## config.mk

```make
export PLATFORM = sky130hd
export DESIGN_NAME = encode_loader
export DESIGN_NICKNAME = d
export VERILOG_FILES = /design/src/rtl/mips_pkg.sv /design/src/rtl/sync_fifo.sv /design/src/rtl/encode_loader.sv
export SDC_FILE = /design/constraint.sdc
export NUM_CORES = 1
export LEC_CHECK = 0
export CORE_ASPECT_RATIO = 2
export CORE_MARGIN = 5
export CORE_UTILIZATION = 51
export DETAILED_ROUTE_END_ITERATION = 16
export PLACE_DENSITY = 0.81
export SLEW_MARGIN = 25
export SYNTH_ARGS = -nofsm -noshare
export SYNTH_HDL_FRONTEND = slang
export SYNTH_SLANG_ARGS = --single-unit
```

## constraint.sdc

```tcl
create_clock -name clk_i -period 3.1 [get_ports clk_i]
set_clock_uncertainty 0.05 [all_clocks]
set_input_delay 0.31 -clock clk_i [delete_from_list [all_inputs] [get_ports clk_i]]
set_output_delay 0.31 -clock clk_i [all_outputs]
set_load 0.02 [all_outputs]
```

## src/rtl/mips_pkg.sv

```systemverilog
// Shared MIPS definitions: instruction formats, field positions, opcodes and
// loader FSM states, plus the field-to-word packing used by the loader.
package mips_pkg;

  localparam logic [1:0] FMT_R   = 2'd0;
  localparam logic [1:0] FMT_I   = 2'd1;
  localparam logic [1:0] FMT_J   = 2'd2;
  localparam logic [1:0] FMT_ILL = 2'd3;

  localparam int OPC_MSB = 31;
  localparam int RS_LSB  = 21;
  localparam int RT_LSB  = 16;
  localparam int RD_LSB  = 11;
  localparam int SH_LSB  = 6;

  localparam logic [5:0] OP_RTYPE = 6'h00;
  localparam logic [5:0] OP_J     = 6'h02;
  localparam logic [5:0] OP_JAL   = 6'h03;
  localparam logic [5:0] OP_BEQ   = 6'h04;
  localparam logic [5:0] OP_ADDI  = 6'h08;
  localparam logic [5:0] OP_LW    = 6'h23;
  localparam logic [5:0] OP_SW    = 6'h2B;

  localparam logic [5:0] FN_SLL = 6'h00;
  localparam logic [5:0] FN_JR  = 6'h08;
  localparam logic [5:0] FN_ADD = 6'h20;
  localparam logic [5:0] FN_SUB = 6'h22;

  localparam logic [1:0] ST_IDLE  = 2'd0;
  localparam logic [1:0] ST_LOAD  = 2'd1;
  localparam logic [1:0] ST_DRAIN = 2'd2;
  localparam logic [1:0] ST_DONE  = 2'd3;

  typedef struct packed {
    logic        last;
    logic [31:0] word;
  } fifo_entry_t;

  // An illegal format yields only the opcode; the loader never stores it.
  function automatic logic [31:0] encode_word(
    input logic [1:0]  fmt,
    input logic [5:0]  opcode,
    input logic [4:0]  rs,
    input logic [4:0]  rt,
    input logic [4:0]  rd,
    input logic [4:0]  shamt,
    input logic [5:0]  funct,
    input logic [15:0] imm,
    input logic [25:0] target
  );
    logic [31:0] w;
    w = '0;
    w[OPC_MSB -: 6] = opcode;
    case (fmt)
      FMT_R: begin
        w[RS_LSB +: 5] = rs;
        w[RT_LSB +: 5] = rt;
        w[RD_LSB +: 5] = rd;
        w[SH_LSB +: 5] = shamt;
        w[5:0]         = funct;
      end
      FMT_I: begin
        w[RS_LSB +: 5] = rs;
        w[RT_LSB +: 5] = rt;
        w[15:0]        = imm;
      end
      FMT_J: w[25:0] = target;
      default: w = w;
    endcase
    return w;
  endfunction

endpackage

```

## src/rtl/sync_fifo.sv

```systemverilog
// Registered single-clock FIFO with flush; a word pushed in cycle N is
// visible at the head from cycle N+1.
module sync_fifo #(
  parameter int DEPTH = 4,
  parameter int WIDTH = 33
) (
  input  logic             clk_i,
  input  logic             rst_ni,
  input  logic             flush_i,
  input  logic             push_i,
  input  logic             pop_i,
  input  logic [WIDTH-1:0] wdata_i,
  output logic [WIDTH-1:0] rdata_o,
  output logic             full_o,
  output logic             empty_o
);

  localparam int PW = $clog2(DEPTH);
  localparam logic [PW:0]   LVL_FULL = (PW+1)'(DEPTH);
  localparam logic [PW:0]   LVL_ONE  = (PW+1)'(1);
  localparam logic [PW-1:0] PTR_ONE  = PW'(1);

  logic [WIDTH-1:0] r_mem [DEPTH];
  logic [PW-1:0]    r_wptr;
  logic [PW-1:0]    r_rptr;
  logic [PW:0]      r_level;
  logic             w_push;
  logic             w_pop;

  assign full_o  = (r_level == LVL_FULL);
  assign empty_o = (r_level == '0);
  assign w_push  = push_i && !full_o;
  assign w_pop   = pop_i && !empty_o;
  assign rdata_o = r_mem[r_rptr];

  always_ff @(posedge clk_i) begin
    if (w_push) begin
      r_mem[r_wptr] <= wdata_i;
    end
  end

  always_ff @(posedge clk_i or negedge rst_ni) begin
    if (!rst_ni) begin
      r_wptr  <= '0;
      r_rptr  <= '0;
      r_level <= '0;
    end else if (flush_i) begin
      r_wptr  <= '0;
      r_rptr  <= '0;
      r_level <= '0;
    end else begin
      if (w_push) r_wptr <= r_wptr + PTR_ONE;
      if (w_pop)  r_rptr <= r_rptr + PTR_ONE;
      case ({w_push, w_pop})
        2'b10:   r_level <= r_level + LVL_ONE;
        2'b01:   r_level <= r_level - LVL_ONE;
        default: r_level <= r_level;
      endcase
    end
  end

endmodule

```

## src/rtl/encode_loader.sv

```systemverilog
// Packs MIPS instruction fields into 32-bit words, buffers them and writes
// them to instruction memory at consecutive addresses from a session base.
module encode_loader
  import mips_pkg::*;
#(
  parameter int DEPTH = 4,
  parameter int AW    = 32
) (
  input  logic          clk_i,
  input  logic          rst_ni,
  input  logic          start_i,
  input  logic [AW-1:0] base_i,
  input  logic          valid_i,
  output logic          ready_o,
  input  logic          last_i,
  input  logic [1:0]    fmt_i,
  input  logic [5:0]    opcode_i,
  input  logic [4:0]    rs_i,
  input  logic [4:0]    rt_i,
  input  logic [4:0]    rd_i,
  input  logic [4:0]    shamt_i,
  input  logic [5:0]    funct_i,
  input  logic [15:0]   imm_i,
  input  logic [25:0]   target_i,
  output logic          mem_we_o,
  output logic [AW-1:0] mem_addr_o,
  output logic [31:0]   mem_data_o,
  input  logic          mem_ready_i,
  output logic          busy_o,
  output logic          done_o,
  output logic          err_o,
  output logic [15:0]   count_o
);

  logic [1:0]    r_state;
  logic [AW-1:0] r_addr;
  logic [15:0]   r_count;
  logic          r_err;

  logic          w_accept;
  logic          w_illegal;
  logic          w_push;
  logic          w_pop;
  logic          w_flush;
  logic          w_full;
  logic          w_empty;
  fifo_entry_t   w_wentry;
  fifo_entry_t   w_head;

  assign w_accept  = valid_i && ready_o;
  assign w_illegal = (fmt_i == FMT_ILL);
  assign w_push    = w_accept && !w_illegal;
  assign w_flush   = (r_state == ST_IDLE) && start_i;
  assign w_pop     = mem_we_o && mem_ready_i;

  assign w_wentry.last = last_i;
  assign w_wentry.word = encode_word(fmt_i, opcode_i, rs_i, rt_i, rd_i,
                                     shamt_i, funct_i, imm_i, target_i);

  sync_fifo #(
    .DEPTH (DEPTH),
    .WIDTH ($bits(fifo_entry_t))
  ) u_fifo (
    .clk_i   (clk_i),
    .rst_ni  (rst_ni),
    .flush_i (w_flush),
    .push_i  (w_push),
    .pop_i   (w_pop),
    .wdata_i (w_wentry),
    .rdata_o (w_head),
    .full_o  (w_full),
    .empty_o (w_empty)
  );

  assign ready_o    = (r_state == ST_LOAD) && !w_full;
  assign busy_o     = (r_state != ST_IDLE);
  assign done_o     = (r_state == ST_DONE);
  assign mem_we_o   = busy_o && !w_empty;
  assign mem_addr_o = r_addr;
  assign mem_data_o = mem_we_o ? w_head.word : 32'd0;
  assign err_o      = r_err;
  assign count_o    = r_count;

  // An illegal final word leaves DRAIN with nothing queued, so an empty FIFO
  // also ends the session.
  always_ff @(posedge clk_i or negedge rst_ni) begin
    if (!rst_ni) begin
      r_state <= ST_IDLE;
    end else begin
      case (r_state)
        ST_IDLE:  if (start_i) r_state <= ST_LOAD;
        ST_LOAD:  if (w_accept && last_i) r_state <= ST_DRAIN;
        ST_DRAIN: if ((w_pop && w_head.last) || w_empty) r_state <= ST_DONE;
        default:  r_state <= ST_IDLE;
      endcase
    end
  end

  always_ff @(posedge clk_i or negedge rst_ni) begin
    if (!rst_ni) begin
      r_addr  <= '0;
      r_count <= '0;
      r_err   <= 1'b0;
    end else if (w_flush) begin
      r_addr  <= base_i & ~AW'(3);
      r_count <= '0;
      r_err   <= 1'b0;
    end else begin
      if (w_pop) begin
        r_addr <= r_addr + AW'(4);
        if (r_count != 16'hFFFF) r_count <= r_count + 16'd1;
      end
      if (w_accept && w_illegal) r_err <= 1'b1;
    end
  end

endmodule

```

==> results of run 1 <==
flip-flops by register name, summed over array words and instances (netlist names):
| register | flops |
|---|---|
| count_o | 16 |
| err_o | 1 |
| mem_addr_o | 30 |
| r_state | 2 |
| u_fifo.r_level | 3 |
| u_fifo.r_mem | 132 |
| u_fifo.r_rptr | 2 |
| u_fifo.r_wptr | 2 |
power breakdown:
group	switching (mW)	internal [mW]
registers	0.378	3.07
clock network	1.03	1.16
logic	2.11	1.90
total	3.52	6.12
worst max-delay path by stage:
stage / cells past startpoint / from / endpoint
2_1_floorplan: 10 / r_state[1] / u_fifo.r_level[2]
3_3_place_gp: 10 / r_state[0] / u_fifo.r_level[2]
4_1_cts: 6 / r_state[0] / mem_data_o[2]
5_1_grt: 6 / r_state[0] / mem_data_o[2]
6_report: 6 / r_state[0] / mem_data_o[2]
3_5_place_dp: 10 / r_state[0] / u_fifo.r_level[2]
cell type report:
| cell class | count | area, um2 |
|---|---|---|
| fill | 1208 | 5540 |
| sequential | 188 | 5370 |
| multi-input combinational | 417 | 3220 |
| timing repair buffer | 209 | 2110 |
| clock buffer | 17 | 425 |
| tap | 210 | 263 |
| clock inverter | 15 | 179 |
| inverter | 21 | 81.3 |
through the flow:
| stage | cell area, um2 | hold slack, ns | utilization | total power [mW] | setup WS, ns |
|---|---|---|---|---|---|
| after floorplan | 8850 | -0.0356 | - | 5.82 | 0.608 |
| after global placement | 11000 | 0.293 | 0.642 | 7.46 | 0.474 |
| after detailed placement | 11000 | 0.300 | 0.642 | 7.53 | 0.423 |
| after CTS | 11600 | 0.347 | 0.678 | 9.74 | 0.165 |
| after global routing | 11600 | 0.377 | 0.678 | 10.2 | 0.0592 |
| final | 11600 | 0.366 | 0.678 | 9.64 | 0.211 |
cells by family after synthesis:
family	after synthesis	synth area share
other	1	0.000424
DFF	188	0.607
xor gates and xnor gates	23	0.0228
and+or+nand+nor	230	0.142
muxes	57	0.112
buffers and inverters	60	0.0310
AOI/OAI and AO/OA	92	0.0662
adders and majority gates	13	0.0192
layout by cell type (no fill, tap or decap), drive strengths merged, types with 13 or more instances in the layout:
master	n
and3	44
xnor2	15
dfrtp	56
nor3	15
nand3	13
clkbuf	17
nor2	34
buf	15
o21ai	48
mux4	33
mux2i	22
inv	27
nand2	70
clkdlybuf4s50	193
edfxtp	132
worst max-delay path, cell delays in order (launching register included):
cell and delay, ns:
dfrtp_1 0.41, inv_1 0.09, ha_1 0.29, inv_1 0.08
buf_4 0.32, and3_1 0.28, clkdlybuf4s50_1 0.62
per-layer routing:
metal / vias to the layer above / routed length, um
met4: 0 / 474
met1: 3068 / 7880
li1: 2879 / -
met3: 31 / 1090
met2: 186 / 12100
met5: - / 0
what timing repair did:
item,4_1_cts,5_1_grt
endpoints found under the setup margin,0,0
hold endpoints to repair,24,0
buffers inserted,0,0
hold buffers,1,0
==> metrics.txt, run 1 <==
cell leakage power=about 4.3 nW; 1st-iter DRT viols=approximately 180; count of cell types in the netlist=63; placer's final routability congestion estimate=slightly below 0.9; CP Capture Type=output pin; DRC viols=0; Fin. Hold Viols=0; Final Setup Violations=0; CTS tree=yes; die width=around 100 um; Clock Latency Late Sink=around 0.43 ns; port buffer count=~190; largest net degree at the start of global routing=between 50 and 60; RR Startpoint=r_state[0]; Post-synth EDFFs=around 130; worst reg2reg path depth=10; crit share post-route=0.932; grt met1 use=0.251; outcome=finished clean; TritonCTS Sinks=between 150 and 200; Critical Path Start Type=flop; Cell Pwr Density=828 nW/um2; leading cell types by count after synthesis=edfxtp_1 (132), nand2_1 (67), dfrtp_1 (56), and3_1 (43), o21ai_0 (41); Worst EP arrival=approximately 2.5 ns; Global Route Usage Sum=0.220; first-pass GRT wire length=between 30000 and 40000 um; Layout Nets=981; global route hottest layer=met2; synthesized area=8840 um2; met3 Resource Use GR=0.0423; Achievable Freq=approximately 350 MHz; Synth top area share=0.448; H-tree levels=4; row count=approximately 70; required time of the critical path=2.74 ns; WL/cell=between 20 and 25 um; top-count cell post-synth=edfxtp_1; syn_area_per_cell=13.3 um2; vias in the first global route=~6500; # placed instances=~1000; Max Cap Violations=0; total CTS buffers=17; Max rail drop VDD=between 0.4 and 0.5 mV; R2R setup slack=~0.41 ns; total negative slack=0 ns; IO Pins=roughly 200; reg2reg end=u_fifo.r_level[2]; Post-DRT Antenna Nets=0; Seq cells post-synth=roughly 190; die area=between 20000 and 25000 um2; async set or reset register ratio after synthesis=0.298; Core ar.=between 15000 and 20000 um2; GR Overflow Total=0; CP Max Fanout=34; unrepaired setup endpoints after global routing=false; worst slew margin relative to its limit=0.537; Area Growth Syn to Fin=31.7%; count of pins over their slew limit=0; Syn Inst Count=roughly 660; Synth Flop Type=edfxtp_1; Routed WL=between 20000 and 25000 um; YS warnings=0; sequential cell area fraction in the yosys report=0.607; Tmin final=roughly 2.9 ns; Synth area leaders=edfxtp_1 (45%), dfrtp_1 (16%), mux4_2 (8.4%), and3_1 (3.0%), nand2_1 (2.8%); Via density=approximately 5.7; share of layout cells above drive strength 1=0.125; CP Class=reg2out; Finished Layout Cells=~1100; clock root cell=clkbuf_16; die height=196 um; Max Buffers Root-to-Sink=2; worst-margin pin slew=around 0.7 ns; area leader, netlist=edfxtp_1; drt first pass iters=4; ant diodes=0; initial core utilization=0.514; Post-DP HPWL=between 15000 and 20000 um; cts repair resizes=0; antenna violations before repair=0; GR Util met2=0.398; Clock Pin Slew Worst Setup and Hold Paths=0.07 ns; routed vias=~6200; Hold Path Class=in2async
Power figures use the tool's default switching activity.
==> inputs of run 2 (changes only) <==
--- a/config.mk
+++ b/config.mk
@@ -10,2 +10,3 @@
 export CORE_UTILIZATION = 51
+export CTS_CLUSTER_DIAMETER = 200
 export DETAILED_ROUTE_END_ITERATION = 16
--- a/constraint.sdc
+++ b/constraint.sdc
@@ -4,2 +4,2 @@
 set_output_delay 0.31 -clock clk_i [all_outputs]
-set_load 0.02 [all_outputs]
+set_load 0.01 [all_outputs]
==> run 2 against run 1 <==
Against the previous run: non-clock buffer count up 2; maximum frequency up 1.6%; clock-buffer cell count up 1; register-to-register slack worse by 0.04 ns; largest cell class unchanged; critical path type unchanged; routed wire length up 2.0%; largest power group unchanged; clock power about the same.
==> metrics.txt, run 2 (synthesis gave the netlist of run 1 again) <==
total power=9.33 mW (was 9.64 mW); Clock Pin Slew Worst Setup and Hold Paths=0.07 ns (about the same); commonest cells after routing, fill and taps aside=clkdlybuf4s50_1 (193), edfxtp_1 (132), nand2_1 (67) (unchanged); first-pass GRT wire length=34000 um (about the same); Fin. Hold Viols=0 (unchanged); Global Route Usage Sum=0.223 (was 0.220); die width=103 um (unchanged); outcome=finished clean (unchanged); Routed WL=22000 um (was 21600 um); worst slew margin relative to its limit=0.389 (was 0.537); port buffer count=194 (unchanged); initial core utilization=0.514 (unchanged); Max Cap Violations=0 (unchanged); Post-DP HPWL=15800 um (was 15300 um); die height=196 um (unchanged); 1st-iter DRT viols=300 (was 179); Achievable Freq=352 MHz (was 346 MHz); CP Class=reg2out (unchanged); Max rail drop VDD=0.777 mV (was 0.452 mV); TritonCTS Sinks=188 (unchanged); Core ar.=17200 um2 (unchanged); Area Growth Syn to Fin=31.8% (was 31.7%); Critical Path Start Type=flop (unchanged); cell leakage power=4.27 nW (was 4.26 nW); worst path cell trace=inv_1 > ha_1 > inv_1 > buf_4 > and3_1 > clkdlybuf4s50_1 (unchanged); crit share post-route=0.917 (was 0.932); commonest non-fill, non-tap cell in the layout=clkdlybuf4s50_1 (unchanged); die area=20200 um2 (unchanged); Hold Path Class=in2reg (was in2async); Clock Latency Late Sink=0.42 ns (was 0.43 ns); Final Setup Violations=0 (unchanged); Tmin final=2.84 ns (was 2.89 ns); Slowest-stage cell, CP=clkdlybuf4s50_1 (unchanged); row count=68 (unchanged); IO Pins=199 (unchanged); count of pins over their slew limit=0 (unchanged); cell mode on critical path=inv_1 (unchanged); total CTS buffers=17 (unchanged); DRC viols=0 (unchanged); CP max stage delay=0.56 ns (was 0.62 ns); CTS tree=yes (unchanged); drt first pass iters=4 (unchanged); Cell Pwr Density=800 nW/um2 (was 828 nW/um2); total negative slack=0 ns (unchanged); antenna violations before repair=0 (unchanged); required time of the critical path=2.74 ns (about the same); placer's final routability congestion estimate=0.868 (was 0.875); CP Capture Type=output pin (unchanged); H-tree levels=4 (unchanged); worst reg2reg path depth=10 (unchanged); routed vias=6145 (was 6164); Post-DRT Antenna Nets=0 (unchanged); worst-margin pin slew=0.917 ns (was 0.691 ns); WL/cell=20.4 um (was 20.0 um); Worst path top cell family by delay=buffers and inverters (unchanged); post-CTS setup buffer count=0 (unchanged); Core Util, Final=0.678 (about the same); # placed instances=1046 (was 1044); Layout Nets=983 (was 981); clock root cell=clkbuf_16 (unchanged); Largest register FFs=132 (unchanged); unrepaired setup endpoints after global routing=false (unchanged); largest net degree at the start of global routing=45 (was 56); share of layout cells above drive strength 1=0.124 (was 0.125); Largest Register=u_fifo.r_mem (unchanged); CP Max Fanout=34 (unchanged); Max Buffers Root-to-Sink=2 (unchanged); Finished Layout Cells=1079 (was 1077); Via density=5.70 (was 5.72); worst path buffer plus inverter count=4 (unchanged); Min-Delay Path Depth=3; Critical Path Stages=6 (unchanged); vias in the first global route=6490 (was 6489); GR Overflow Total=0 (unchanged); Worst EP arrival=2.48 ns (was 2.53 ns); ant diodes=0 (unchanged)
==> run 2: cell types whose count changed in the layout (fill, tap and decap cells not counted), sizes merged <==
cell / previous run / this run
buf: 15 / 17
clkbuf: 17 / 18
bufinv: 1 / 2
inv: 27 / 30
clkinv: 8 / 3
==> run 2: area by class of cell <==
class	instances	area, um2
inverters	21	81.3
clock buffers	18	429
clock inverters	14	170
fillers	1234	5530
well taps	210	263
multi-input cells	417	3220
flip-flops and latches	188	5370
repair buffers	211	2130
==> run 2: per-stage QoR <==
| step | instance area (um2) | hold WS, ns | setup WS (ns) |
|---|---|---|---|
| floorplan | 8850 | -0.0356 | 0.640 |
| CTS | 11700 | 0.353 | 0.230 |
| global placement | 11000 | 0.449 | 0.484 |
| finish | 11700 | 0.368 | 0.257 |
| global route | 11700 | 0.374 | 0.135 |
| detailed placement | 11000 | 0.444 | 0.388 |
==> run 2: path summary, 6_finish.rpt <==
path	from	to	slack (ns)
min in group asynchronous	rst_ni	mem_addr_o[20]	0.50
max in group asynchronous	rst_ni	mem_addr_o[12]	1.79
setup / recovery	r_state[0]	mem_data_o[2]	0.26
hold reg to reg	err_o	err_o	0.46
setup reg to reg	r_state[0]	u_fifo.r_level[2]	0.37
hold / removal	base_i[28]	mem_addr_o[28]	0.37
==> run 2: routing by layer <==
layer | routed length [um] | vias to the layer above | global-route usage
met2 | 12500 | 193 | 0.421
met3 | 1260 | 31 | 0.0512
met5 | 0 | - | 0
li1 | - | 2885 | -
met1 | 7660 | 3036 | 0.232
met4 | 567 | 0 | 0.0768
==> run 2: worst reg2reg max path, cell delays in order, from the launching register on <==
cell and delay (ns):
dfrtp_1 0.42, inv_1 0.11, ha_1 0.30, and2b_2 0.30, nand2_4 0.14, inv_4 0.09
ha_1 0.25, fa_1 0.40, xnor2_1 0.15, or3_1 0.30, a21oi_1 0.14
==> run 2: what timing repair did <==
action | 4_1_cts | 5_1_grt
hold buffers | 1 | 0
hold endpoints to repair | 36 | 0
resized for setup | 0 | 0
==> run 2: report_power, final <==
group	internal, mW	switching, mW
Sequential	3.07	0.385
Combinational	1.90	1.75
Clock	1.22	0.999
==> inputs of run 3 (changes only) <==
Settings changed: CTS_CLUSTER_SIZE set to 30.
==> results of run 3 <==
No change in the layout: final DEF, timing and power equal those of run 2.
